--- src/rtl/uart_tx_cfg_pkg.sv ---
// Shared types, constants and parity helper for the configurable UART transmitter.
package uart_pkg;

    typedef enum logic [2:0] {
        StIdle,
        StStart,
        StData,
        StParity,
        StStop
    } uart_state_e;

    typedef enum logic [1:0] {
        ParNone = 2'b00,
        ParEven = 2'b01,
        ParOdd  = 2'b10
    } uart_parity_e;

    localparam int unsigned UART_MIN_DBITS = 5;
    localparam int unsigned UART_DATA_W    = 16;

    // Parity over data[dbits-1:0] only; odd=1 inverts the result.
    function automatic logic uart_parity(input logic [UART_DATA_W-1:0] data,
                                         input logic [3:0]             dbits,
                                         input logic                   odd);
        logic p;
        p = odd;
        for (int i = 0; i < int'(UART_DATA_W); i++) begin
            if (i < int'(dbits)) begin
                p = p ^ data[i];
            end
        end
        return p;
    endfunction

endpackage

--- src/rtl/uart_tx_cfg_if.sv ---
// Ready/valid word interface between the transmit FIFO and the UART transmitter.
interface uart_tx_cfg_if #(
    parameter int unsigned MAX_DBITS = 8
);
    logic                 s_valid;
    logic                 s_ready;
    logic [MAX_DBITS-1:0] s_data;

    modport master (output s_valid, output s_data, input s_ready);
    modport slave  (input s_valid, input s_data, output s_ready);
endinterface

--- src/rtl/uart_tx_cfg.sv ---
// Runtime-configurable UART transmitter: data length, parity and stop bits are
// latched per word at accept time; bit timing is paced by an external sample tick.
module uart_tx_cfg
    import uart_pkg::*;
#(
    parameter int unsigned MAX_DBITS  = 8,
    parameter int unsigned OVERSAMPLE = 16
) (
    input  logic         clk,
    input  logic         reset_n,
    input  logic         sample_tick,
    uart_tx_cfg_if.slave s_if,
    input  logic [3:0]   cfg_dbits,
    input  logic [1:0]   cfg_parity,
    input  logic         cfg_stop2,
    output logic         tx_busy,
    output logic         tx_done,
    output logic         tx
);

    localparam int unsigned      CNT_W     = (OVERSAMPLE > 1) ? $clog2(OVERSAMPLE) : 1;
    localparam logic [CNT_W-1:0] CNT_LAST  = CNT_W'(OVERSAMPLE - 1);
    localparam logic [3:0]       DBITS_MIN = 4'(UART_MIN_DBITS);
    localparam logic [3:0]       DBITS_MAX = 4'(MAX_DBITS);

    uart_state_e          r_state, w_state_d;
    logic [CNT_W-1:0]     r_cnt, w_cnt_d;
    logic [3:0]           r_idx, w_idx_d;
    logic [MAX_DBITS-1:0] r_data, w_data_d;
    logic                 r_stop_second, w_stop_second_d;
    logic [3:0]           r_dbits;
    logic                 r_par_en;
    logic                 r_par_bit;
    logic                 r_stop2;
    logic                 r_tx, w_tx_d;

    logic                 w_accept;
    logic                 w_bit_end;
    logic                 w_done;
    logic [3:0]           w_dbits_clamp;

    assign s_if.s_ready = (r_state == StIdle) & reset_n;
    assign w_accept     = s_if.s_valid & s_if.s_ready;
    assign w_bit_end    = sample_tick & (r_cnt == CNT_LAST);

    always_comb begin
        if (cfg_dbits < DBITS_MIN) begin
            w_dbits_clamp = DBITS_MIN;
        end else if (cfg_dbits > DBITS_MAX) begin
            w_dbits_clamp = DBITS_MAX;
        end else begin
            w_dbits_clamp = cfg_dbits;
        end
    end

    always_comb begin
        w_state_d       = r_state;
        w_cnt_d         = r_cnt;
        w_idx_d         = r_idx;
        w_data_d        = r_data;
        w_stop_second_d = r_stop_second;
        w_done          = 1'b0;

        // Counter restarts at every bit boundary, which also covers each state entry.
        if ((r_state != StIdle) && sample_tick) begin
            w_cnt_d = w_bit_end ? '0 : r_cnt + 1'b1;
        end

        unique case (r_state)
            StIdle: begin
                w_cnt_d = '0;
                if (w_accept) begin
                    w_state_d       = StStart;
                    w_data_d        = s_if.s_data;
                    w_stop_second_d = 1'b0;
                end
            end
            StStart: begin
                if (w_bit_end) begin
                    w_state_d = StData;
                    w_idx_d   = '0;
                end
            end
            StData: begin
                if (w_bit_end) begin
                    w_data_d = r_data >> 1;
                    if (r_idx == (r_dbits - 1'b1)) begin
                        w_state_d = r_par_en ? StParity : StStop;
                    end else begin
                        w_idx_d = r_idx + 1'b1;
                    end
                end
            end
            StParity: begin
                if (w_bit_end) begin
                    w_state_d = StStop;
                end
            end
            StStop: begin
                if (w_bit_end) begin
                    if (r_stop2 && !r_stop_second) begin
                        w_stop_second_d = 1'b1;
                    end else begin
                        w_done    = 1'b1;
                        w_state_d = StIdle;
                    end
                end
            end
            default: w_state_d = StIdle;
        endcase
    end

    // Line level is derived from the next state so tx is registered yet aligned to it.
    always_comb begin
        unique case (w_state_d)
            StStart:  w_tx_d = 1'b0;
            StData:   w_tx_d = w_data_d[0];
            StParity: w_tx_d = r_par_bit;
            default:  w_tx_d = 1'b1;
        endcase
    end

    always_ff @(posedge clk) begin
        if (!reset_n) begin
            r_state       <= StIdle;
            r_cnt         <= '0;
            r_idx         <= '0;
            r_data        <= '0;
            r_stop_second <= 1'b0;
            r_dbits       <= DBITS_MIN;
            r_par_en      <= 1'b0;
            r_par_bit     <= 1'b0;
            r_stop2       <= 1'b0;
            r_tx          <= 1'b1;
        end else begin
            r_state       <= w_state_d;
            r_cnt         <= w_cnt_d;
            r_idx         <= w_idx_d;
            r_data        <= w_data_d;
            r_stop_second <= w_stop_second_d;
            r_tx          <= w_tx_d;
            if (w_accept) begin
                r_dbits   <= w_dbits_clamp;
                r_par_en  <= (cfg_parity == ParEven) || (cfg_parity == ParOdd);
                r_par_bit <= uart_parity(UART_DATA_W'(s_if.s_data), w_dbits_clamp,
                                         cfg_parity == ParOdd);
                r_stop2   <= cfg_stop2;
            end
        end
    end

    assign tx      = r_tx;
    assign tx_busy = (r_state != StIdle);
    assign tx_done = w_done & reset_n;

endmodule

--- src/flat_wrapper.sv ---
// flat-port wrapper written by rule: the top's interface ports become plain ports
module uart_tx_cfg_flat import uart_pkg::*;
#(
    parameter int unsigned MAX_DBITS  = 8,
    parameter int unsigned OVERSAMPLE = 16
)
  (clk, reset_n, sample_tick, cfg_dbits, cfg_parity, cfg_stop2, tx_busy, tx_done, tx, s_if_s_valid, s_if_s_data, s_if_s_ready);
  uart_tx_cfg_if #(.MAX_DBITS(MAX_DBITS)) s_if_i ();
  input  logic clk;
  input  logic reset_n;
  input  logic sample_tick;
  input  logic [3:0] cfg_dbits;
  input  logic [1:0] cfg_parity;
  input  logic cfg_stop2;
  output logic tx_busy;
  output logic tx_done;
  output logic tx;
  input wire logic [$bits(s_if_i.s_valid)-1:0] s_if_s_valid;
  input wire logic [$bits(s_if_i.s_data)-1:0] s_if_s_data;
  output wire logic [$bits(s_if_i.s_ready)-1:0] s_if_s_ready;
  assign s_if_i.s_valid = s_if_s_valid;
  assign s_if_i.s_data = s_if_s_data;
  assign s_if_s_ready = s_if_i.s_ready;
  uart_tx_cfg #(.MAX_DBITS(MAX_DBITS), .OVERSAMPLE(OVERSAMPLE)) u_core (.clk(clk), .reset_n(reset_n), .sample_tick(sample_tick), .s_if(s_if_i), .cfg_dbits(cfg_dbits), .cfg_parity(cfg_parity), .cfg_stop2(cfg_stop2), .tx_busy(tx_busy), .tx_done(tx_done), .tx(tx));
endmodule
--- config.mk ---
export PLATFORM = sky130hd
export DESIGN_NAME = uart_tx_cfg_flat
export DESIGN_NICKNAME = d
export VERILOG_FILES = /design/src/rtl/uart_tx_cfg_pkg.sv /design/src/rtl/uart_tx_cfg_if.sv /design/src/rtl/uart_tx_cfg.sv /design/src/flat_wrapper.sv
export SDC_FILE = /design/constraint.sdc
export NUM_CORES = 1
export LEC_CHECK = 0
export ABC_AREA = 1
export BUFFER_PORTS_ARGS = -buffer_cell sky130_fd_sc_hd__buf_4
export CORE_ASPECT_RATIO = 0.75
export CORE_MARGIN = 8
export CORE_UTILIZATION = 50
export CTS_CLUSTER_SIZE = 20
export DETAILED_ROUTE_END_ITERATION = 8
export MAX_ROUTING_LAYER = met4
export PLACE_DENSITY = 0.83
export SYNTH_ARGS = -nofsm -noshare
export SYNTH_HDL_FRONTEND = slang
export SYNTH_SLANG_ARGS = --single-unit
--- constraint.sdc ---
create_clock -name clk -period 1.6 [get_ports clk]
set_input_delay 0.24 -clock clk [delete_from_list [all_inputs] [get_ports clk]]
set_output_delay 0.24 -clock clk [all_outputs]
set_load 0.005 [all_outputs]
After elaboration in Yosys (flattened, before gate mapping)
Cells that the tools add are included.
{ "totals": {"mem_bits_rw": 0, "mem_count": 0, "wordCells": 116, "mem_bits_ro": 0, "latch_bits": 0, "regBits": 28} }
{ "classes": {"n_mul": 0, "order_cmp": 10, "n_div": 0, "n_reduce_logical": 13, "n_shift": 0, "n_eq_ne": 17, "bitwise": 13, "n_mux": 49, "addsub": 3} }
{ "op_table": {"columns": ["cell", "count"], "rows": [
  ["1-bit 2-to-1 mux", 28],
  ["3-bit 2-to-1 mux", 8],
  ["4-bit 2-to-1 mux", 6],
  ["3-bit by 4-bit less-than comparator with 1-bit output (first input constant)", 4],
  ["8-bit 2-to-1 mux", 2],
  ["8-bit one-hot mux with 2 select lines", 1],
  ["3-bit one-hot mux with 5 select lines", 1],
  ["3-bit by 2-bit equality test with 1-bit output (second input constant)", 4],
  ["2-bit by 1-bit inequality test with 1-bit output (second input constant)", 5],
  ["4-bit by 1-bit adder with 4-bit output (second input constant)", 2],
  ["1-bit by 4-bit less-than comparator with 1-bit output (first input constant)", 2],
  ["2-bit by 4-bit less-than comparator with 1-bit output (first input constant)", 2],
  ["4-bit one-hot mux with 2 select lines", 1],
  ["4-bit AND reduction", 2],
  ["1-bit bitwise XOR", 8],
  ["3-bit by 1-bit equality test with 1-bit output (second input constant)", 2],
  ["2-bit nonzero test", 3],
  ["1-bit bitwise AND", 4],
  ["4-bit equality test", 1],
  ["4-bit equality test (second input constant)", 1],
  ["4-bit greater-than comparator (second input constant)", 1],
  ["4-bit by 3-bit less-than comparator with 1-bit output (second input constant)", 1],
  ["4-bit by 1-bit subtractor with 4-bit output (second input constant)", 1],
  ["3-bit equality test (second input constant)", 1],
  ["other kinds (13)", 14]
]} }

Logic depth before layout (Yosys ltp)
{ "logic_depth": {"ltp_word": 33, "ltp_mapped": 14} }

Worst setup path after synthesis
No wires, ideal clock.
{ "synth_timing": {"kind": "register to register", "start": "register u_core.r_dbits[0]", "end": "register u_core.r_idx[1]", "t_required_ps": 1485, "slack_ps": -20, "stages_incl_launch_ff": 13, "period_less_slack_ps": 1620, "setup_ps": 115, "t_arrival_ps": 1505, "path_cell_list": "dfxtp_1 -> inv_1 -> ha_1 -> nand2_1 -> clkinv_1 -> nor2_1 -> nand2_1 -> nor2_4 -> nand2_2 -> o21ai_4 -> inv_2 -> o21ai_2 -> nor2_1"} }
{ "synth_via": {"elab_chain_len": 4} }
{ "synth_lines": {"columns": ["item", "line_no", "rtl"], "rows": [
  ["start: declaration", "uart_tx_cfg.sv:31", "logic [3:0] r_dbits;"],
  ["start signal: assignment", "uart_tx_cfg.sv:143", "r_dbits <= w_dbits_clamp;"],
  ["4-bit by 1-bit subtractor with 4-bit output", "uart_tx_cfg.sv:87", "if (r_idx == (r_dbits - 1'b1)) begin"],
  ["4-bit equality test", "uart_tx_cfg.sv:87", null],
  ["2-bit inequality test (no source line)", null, null],
  ["4-bit AND reduction (no source line)", null, null],
  ["end signal: assignment", "uart_tx_cfg.sv:138", "r_idx <= w_idx_d;"],
  ["end: declaration", "uart_tx_cfg.sv:28", "logic [3:0] r_idx, w_idx_d;"]
]} }
Every way passes these cells.
A chain may end at the register's enable or synchronous reset.

Worst setup path after layout
{ "layout_timing": {"start": "register u_core.r_dbits[1]", "end": "register u_core.r_idx[1]"} }
Same word-level chain as after synthesis.

==> flow_summary.yaml <==
clock_tree:
  cts.clk_slew.worst_paths_ns: 0.09
  clockBufferDepth: 2
  cts_tree: "yes"
  htreeDepth: 1
  cts_root_buf: "clkbuf_8"
  worstSkewPairLatency_ns: 0.27
  numCtsBuffers: 3
  cts.sinks: 28
sta:
  min_period_over_period_pct: 103
  clock_skew_ns: 0.00326
  setup_ws_ns: -0.0509
  hold_ws_ns: 0.179
  hold_viol: 0
  drv_slew: 0
  relSlewSlack_pct: 76.7
  setup_tns_ns: -0.126
  period_needed_ns: 1.65
  fmaxAchievable_mhz: 606
  setup_violations: 4
  worstMarginPinSlew_ns: 0.350
  rsz0062_at_grt: "true"
grt:
  grt_use_total_pct: 14.4
  grt_max_degree: 15
  grt_pass1_vias: 1474
  antenna_found_initial: 0
  grt_first_pass_wirelength_mm: 6.51
  grt-ovfl-total: 0
yosys:
  syn-instance-count: 224
  synth_area_per_cell_um2: 7.48
  synth_mux_area_share_pct: 0
  syn_area_um2: 1680
  synth_ff_type: "dfxtp_1"
  syn_nets: 247
  synth_compound_area_share_pct: 15.9
  synthAdderAreaFrac_pct: 2.99
  synth_edf_count: 0
  synth-simple-area-share_pct: 32.6
  synth_top_family_by_area: "simple AND/OR/NAND/NOR gates"
  synthXorXnorAreaFrac_pct: 6.27
  synthArstFlopShare_pct: 0
  ys_seq_elements: 28
  ys_seq_area_share_pct: 33.5
  ys_warn_count: 0
  synth_cell_types: 38
final_layout:
  final_common_cell: "nand2_1"
  diodes: 0
  fin_cells: 304
  final_cell_mix: "43 x nand2_1, 38 x buf_4, 24 x dfxtp_1"
  nFillCells: 286
  nets: 289
  utilization_pct: 65.9
  drive_above_1_share_pct: 35.2
  synthToLayoutAreaGrowth_pct: 27.5
critical_path:
  ff2ff_setup_slack_ns: -0.05
  path_class: "reg -> reg"
  rr_worst_depth: 12
  startpoint_type: "register"
  crit_path_cell_trace: "inv_2, ha_4, nand2_2, inv_2, nor2_4, nand2_2, nor2_4, nand2_2, o21ai_4, inv_2, o21ai_2, nor2_1"
  r2r_start: "u_core.r_dbits[1]"
  critPathCaptureType: "register"
  crit_fanout: 5
  critPathMaxStageDelay_ns: 0.33
  r2r_end: "u_core.r_idx[1]"
  crit_arrival_ns: 1.83
  cp_slowest_cell: "dfxtp_2"
  required_ns: 1.77
floorplan:
  die-width_um: 82.8
  coreArea_um2: 3240
  start_util_pct: 51.7
  num_rows: 18
  die-area_um2: 5480
  io_pins: 23
  die_y_um: 66.1
flow_run:
  max-cap-violations: 0
drt:
  drtAntennaViolNets: 0
  post_drt_via_cell_ratio: 5.15
  vias: 1565
  wl_per_cell_um: 12.9
  drt_iter0_markers: 89
  drc_errors: 0
  wl_mm: 3.93
  drt_first_pass_iters: 4
outcome:
  status: "complete, but fails checks"
  violations: "negative setup slack"
power:
  power_uw: 1460
  powerDensity_nw_per_um2: 685
  p_leak_uw: 0.000965
  irDropWorstVdd_v: 0.000545
hold_path:
  hold_end: "u_core.r_stop2"
  hold_path_depth: 3
  hold_class: "in -> reg"
  hp-start: "cfg_stop2"
placed_design:
  hpwl_mm: 2.88
  place_inst: 296
  place_congestion: 0.824
  place.port_buffers: 22
==> where the power goes <==
part           internal, µW  switching, µW
sequential              726           15.6
combinational           152            194
clock                   169            207
total                  1050            416
==> worst max-delay path by stage <==
stage,from,end
after floorplan,u_core.r_dbits[0],u_core.r_idx[1]
after global placement,u_core.r_dbits[0],u_core.r_idx[1]
after detailed placement,u_core.r_dbits[0],u_core.r_idx[1]
after CTS,u_core.r_cnt[1],tx_done
after global routing,u_core.r_dbits[0],u_core.r_idx[1]
final,u_core.r_dbits[1],u_core.r_idx[1]
==> worst max-delay path: cells and delay by family, from the launching register on <==
kind / cells / cell delay [ns]
compound gates: 2 / 0.33
flops: 1 / 0.33
fa+ha+maj: 1 / 0.23
simple gates: 6 / 0.48
buf+inv: 3 / 0.16
==> synth_stat cells, drive strengths merged, types with 5 or more instances <==
cell type / number / area share [%]
nor2: 21 / 5.9
xor2: 7 / 3.7
inv: 32 / 7.6
xnor2: 5 / 2.6
nand2: 55 / 15
a21oi: 15 / 4.9
nor3: 7 / 2.8
a22oi: 5 / 2.2
nand3: 13 / 5.4
o21ai: 13 / 4.8
dfxtp: 28 / 33
==> sequential cells by signal (all words and copies together), names as in the netlist, 3 cells and up <==
register        flops
u_core.r_idx        4
u_core.r_state      3
u_core.r_data       8
u_core.r_dbits      4
u_core.r_cnt        4
==> timing repair <==
action                     CTS  global route
resized for setup            9            14
hold buffers                 0             0
setup endpoints to repair    6            12
pin swaps                    4            11
setup buffers                2             3
==> area by class of cell <==
type	count	area (µm²)	share of cell area [%]
multi-input combinational	160	1040	48.7
tap	40	50.0	2.34
sequential	28	566	26.5
clock buffer	3	41.3	1.93
timing repair buffer	40	308	14.4
inverter	33	131	6.15
==> metal layers <==
layer / global-route usage [%] / vias to the layer above / share of wire (%)
li1: - / 814 / -
met1: 17.3 / 710 / 50
met2: 23.8 / 37 / 45
met3: 3.82 / 4 / 3.9
met4: 3.28 / 0 / 0.64
met5: - / - / 0
==> metrics by stage <==
stage                     instance area (µm²)  worst slack (ns)
after floorplan                          1680           0.00381
after global placement                   1970           -0.0291
after detailed placement                 1970           -0.0864
after CTS                                2070           -0.0174
after global routing                     2140            -0.147
final                                    2140           -0.0509
==> kinds of logic after synthesis <==
| group | after synthesis |
|---|---|
| buffers and inverters | 36 |
| adders and majority gates | 4 |
| DFF | 28 |
| xor gates and xnor gates | 12 |
| AOI/OAI and AO/OA | 40 |
| and+or+nand+nor | 104 |
No activity file was read; power rests on OpenSTA's default activity.
